<file path="config.mk">
export PLATFORM = sky130hd
export DESIGN_NAME = stream_dispatcher
export DESIGN_NICKNAME = d
export VERILOG_FILES = /design/src/rtl/stream_dispatcher.sv
export SDC_FILE = /design/constraint.sdc
export NUM_CORES = 1
export LEC_CHECK = 0
export ABC_AREA = 1
export BUFFER_PORTS_ARGS = -buffer_cell sky130_fd_sc_hd__buf_2
export CAP_MARGIN = 40
export CORE_UTILIZATION = 30
export CTS_BUF_LIST = sky130_fd_sc_hd__clkbuf_4
export DETAILED_ROUTE_END_ITERATION = 8
export PLACE_DENSITY = 0.57
export SLEW_MARGIN = 10
export SYNTH_ARGS = -nofsm -noshare
export SYNTH_HDL_FRONTEND = slang
export SYNTH_SLANG_ARGS = --single-unit
</file>
<file path="constraint.sdc">
create_clock -name clk -period 1.45 [get_ports clk]
set_input_delay 0.145 -clock clk [delete_from_list [all_inputs] [get_ports clk]]
set_output_delay 0.145 -clock clk [all_outputs]
set_load 0.005 [all_outputs]
</file>
<file path="src/rtl/stream_dispatcher.sv">
// Routes each whole packet of one input stream to one of REQS output lanes,
// chosen at head time among ready lanes, through a single registered stage.
module stream_dispatcher #(
    parameter int    REQS   = 4,
    parameter int    WIDTH  = 8,
    parameter string SCHEME = "RR"
) (
    input  logic                    clk,
    input  logic                    reset,
    input  logic [WIDTH-1:0]        i_dat,
    input  logic                    i_eop,
    input  logic                    i_val,
    output logic                    i_rdy,
    output logic [WIDTH-1:0]        o_dat,
    output logic                    o_eop,
    output logic [REQS-1:0]         o_val,
    input  logic [REQS-1:0]         o_rdy,
    output logic [$clog2(REQS)-1:0] num
);

    localparam int NW = $clog2(REQS);
    localparam bit FP = (SCHEME == "FP");

    localparam logic [0:0] HEAD = 1'b0;
    localparam logic [0:0] BODY = 1'b1;

    logic [0:0]       state;
    logic             full;
    logic [WIDTH-1:0] dat;
    logic             eop;
    logic [NW-1:0]    dst;
    logic [NW-1:0]    lck;
    logic [NW-1:0]    ptr;
    logic [NW-1:0]    cand;
    logic [NW-1:0]    nxt;
    logic             hit;
    logic             head;
    logic             sp;
    logic             load;
    logic             drain;

    // first ready lane at or after the search base, wrapping around
    always_comb begin
        int base;
        int k;
        base = FP ? 0 : int'(ptr);
        k    = 0;
        cand = '0;
        hit  = 1'b0;
        for (int i = 0; i < REQS; i++) begin
            k = (base + i) % REQS;
            if (!hit && o_rdy[NW'(k)]) begin
                cand = NW'(k);
                hit  = 1'b1;
            end
        end
    end

    assign nxt   = NW'((int'(cand) + 1) % REQS);
    assign head  = (state == HEAD);
    assign drain = full & o_rdy[dst];
    assign sp    = ~full | o_rdy[dst];
    assign i_rdy = ~reset & sp & (~head | (|o_rdy));
    assign load  = i_val & i_rdy;

    always_ff @(posedge clk or posedge reset) begin
        if (reset) begin
            state <= HEAD;
            full  <= 1'b0;
            dat   <= '0;
            eop   <= 1'b0;
            dst   <= '0;
            lck   <= '0;
            ptr   <= '0;
        end else begin
            if (load) begin
                full <= 1'b1;
                dat  <= i_dat;
                eop  <= i_eop;
                dst  <= head ? cand : lck;
            end else if (drain) begin
                full <= 1'b0;
            end

            if (load && head) begin
                ptr <= FP ? ptr : nxt;
                if (!i_eop) begin
                    state <= BODY;
                    lck   <= cand;
                end
            end else if (load && i_eop) begin
                state <= HEAD;
            end
        end
    end

    assign o_val = full ? (REQS'(1) << dst) : '0;
    assign o_dat = dat;
    assign o_eop = eop;
    assign num   = dst;

endmodule

</file>
==> run_results.csv <==
group,metric,value,unit
power,internal_power,1.89,mW
global_route,grt_pass1_wl,4840,um
floorplan,fp.dieW,65.1,um
global_route,grt-ovfl-total,0,
timing,finalClockSkew,0.00737,ns
global_route,met2_usage,0.281,
power,ir_drop,0.799,mV
cells_and_area,num-fill-cells,397,
timing,post-route-period-util,1.10,
setup_path,required,1.63,ns
power,p_leak,0.946,nW
detailed_routing,routed_wl,3020,um
synthesis,ys_types,22,
synthesis,ys_seq_area_frac,0.356,
timing,post-route-min-period,1.60,ns
run_status,failed_checks,"setup timing",
clocking,root_buffer,"clkbuf_4",
detailed_routing,dr_total_vias,1222,
global_route,busiest_layer,"met2",
place,dpl_cell_area,1480,sq um
floorplan,ioPinCount,32,
timing,setup_ws,-0.148,ns
cells_and_area,drive_above_1_share,0.516,
setup_path,cp-end-kind,"flop",
timing,max_slew.worst_pin.slew,0.269,ns
place,hpwl,2160,um
floorplan,die_h,65.1,um
setup_path,critPathMaxFanout,8,
power,power_frac_comb,0.675,
floorplan,rows,22,
run_status,status,"finished with violations",
power,pwr-share-clk,0.074,
floorplan,start_util,0.319,
clocking,cts.htree.levels,1,
timing,max_freq,0.626,GHz
synthesis,yosys_warnings,0,
global_route,grt_pass1_vias,1188,
cells_and_area,area_growth,44.3,%
clocking,insertion_delay,0.28,ns
hold_path,hp-class,"primary input to flop",
power,seqPwrFrac,0.250,
detailed_routing,first_pass_iters,3,
floorplan,dieArea,4240,sq um
timing,maxSlewHeadroom,0.820,
timing,final.setup.tns,-1.33,ns
setup_path,start_kind,"flop",
place,port_buffers,31,
cells_and_area,final_area,1720,sq um
detailed_routing,drt_first_iter_violations,50,
detailed_routing,ant_nets,0,
detailed_routing,routed_via_density,4.51,
clocking,cts_tree,"done",
cells_and_area,seq_area,427,sq um
global_route,grt_use_met3,0.0104,
setup_path,reg2reg_slack,-0.15,ns
floorplan,core-area,3740,sq um
place,routabilityCongestion,0.785,
detailed_routing,wl_per_cell,11.2,um
synthesis,syn_area_per_cell,7.20,sq um
cells_and_area,nNetsFinal,240,
power,p_sw,1.69,mW
timing,setup_viol,18,
cells_and_area,multi_input_area,742,sq um
global_route,track_usage,0.146,
setup_path,path_class,"flop to flop",
power,switching_share,0.471,
cells_and_area,fin_util,0.461,
clocking,cts_buffers,3,
clocking,clkSinkCount,17,
setup_path,crit_path_end,"ptr[1]",
cells_and_area,antenna_cells,0,
setup_path,rr_worst_depth,10,
clocking,cts_max_path_buffers,2,
detailed_routing,drc,0,
setup_path,crit_arrival,1.78,ns
synthesis,syn_inst,166,
synthesis,syn-num-nets,182,
synthesis,synthesis.area,1190,sq um
global_route,use_met1,0.174,
power,power.density,2080,nW/um^2
clocking,clk_pin_slew,0.10,ns
timing,drv_slew,0,
run,maxCapViolations,0,
timing,grt_setup_unrepaired,"yes",
synthesis,yosys_register_bits,17,
setup_path,rr_endpoint,"ptr[1]",
power,power.total,3.58,mW
timing,finalHoldViolCount,0,
global_route,grt_max_degree,18,
global_route,antenna_found_initial,0,
repair_timing:
| item | in CTS | in global routing |
|---|---|---|
| hold buffers | 1 | 0 |
| hold endpoints to repair | 17 | 0 |
| resized for setup | 10 | 27 |
| pin swaps | 5 | 15 |
| endpoints found under the setup margin | 16 | 21 |
| cloned | 2 | 0 |
| buffers inserted | 6 | 4 |
cell type report:
type                            instances  area share
Sequential cell                        17       0.247
Timing Repair Buffer                   54       0.210
Inverter                               21      0.0515
Tap cell                               48      0.0348
Multi-Input combinational cell        125       0.430
Timing Repair inverter                  2     0.00871
Clock buffer                            4      0.0174
cells by family after synthesis:
| group | share of synthesized area |
|---|---|
| buf+inv | 0.0984 |
| simple gates | 0.474 |
| compound gates | 0.0712 |
| flops | 0.356 |
layout by cell type (no fill, tap or decap), drive strengths merged:
| master | synthesis | routed |
|---|---|---|
| nand4 | 4 | 4 |
| clkbuf | 0 | 4 |
| dfrtp | 17 | 17 |
| nor3 | 4 | 4 |
| clkinvlp | 0 | 2 |
| nand2 | 87 | 87 |
| nand3 | 13 | 13 |
| nor2 | 4 | 4 |
| o21ai | 5 | 5 |
| a21oi | 4 | 4 |
| inv | 21 | 21 |
| a31oi | 1 | 1 |
| dlygate4sd3 | 0 | 1 |
| a21boi | 3 | 3 |
| buf | 3 | 53 |
flip-flops by register name (all words and copies together), names as in the netlist, named ones only:
name	flops
o_dat	8
lck	2
num	2
ptr	1
o_eop	1
full	1
state	1
Yosys cell counts:
library cell  instances  area [sq um]
nand2_1              71           267
dfrtp_1              17           425
inv_1                14          52.6
nand2_2              11          68.8
nand3_1               9          45.0
inv_2                 6          22.5
nand2_4               5          56.3
a21oi_1               4          20.0
nand4_1               4          25.0
nor3_1                4          20.0
o21ai_0               4          20.0
a21boi_2              3          33.8
nand3_2               2          20.0
nand3_4               2          35.0
nor2_1                2          7.51
nor2_4                2          22.5
a31oi_1               1          6.26
buf_12                1          20.0
buf_2                 1          5.00
buf_6                 1          11.3
inv_4                 1          6.26
o21ai_1               1          5.00
critical path, cell delays in order (launching register included):
cell        delay, ns
dfrtp_2          0.49
clkinvlp_4       0.18
buf_4            0.16
buf_4            0.12
buf_4            0.13
nand2_1          0.07
nand3_2          0.09
nand2_4          0.09
nand2_1          0.05
nand3_1          0.07
nand2_1          0.05
layer usage:
metal / share of wire / wire (um) / vias up
li1: - / - / 632
met1: 0.45 / 1370 / 568
met2: 0.52 / 1570 / 20
met3: 0.021 / 65 / 2
met4: 0.0053 / 16 / 0
met5: 0 / 0 / -
metrics by stage:
step           setup slack [ns]  hold WS (ns)  cells
2_1_floorplan           -0.0207        0.0769    166
3_3_place_gp            -0.0886         0.195    256
3_5_place_dp             -0.128         0.196    256
4_1_cts                  -0.105        0.0391    269
5_1_grt                  -0.245        0.0458    271
6_report                 -0.148        0.0447    271
power by group through the flow:
| stage | sequential (mW) | combinational (mW) | clock (mW) |
|---|---|---|---|
| floorplan | 0.856 | 1.45 | 0 |
| finish | 0.897 | 2.42 | 0.266 |
| global placement | 0.865 | 2.03 | 0 |
| CTS | 0.878 | 2.23 | 0.279 |
| global route | 0.924 | 2.67 | 0.296 |
| detailed placement | 0.866 | 2.04 | 0 |
worst min-delay path by stage:
stage               cells past startpoint        end     start
finish                                  3   o_dat[2]  i_dat[2]
global route                            3   o_dat[3]  i_dat[3]
CTS                                     3   o_dat[6]  i_dat[6]
detailed placement                      3   o_dat[5]     reset
global placement                        3       full     reset
floorplan                               1  async pin     reset
Power figures use the tool's default switching activity.
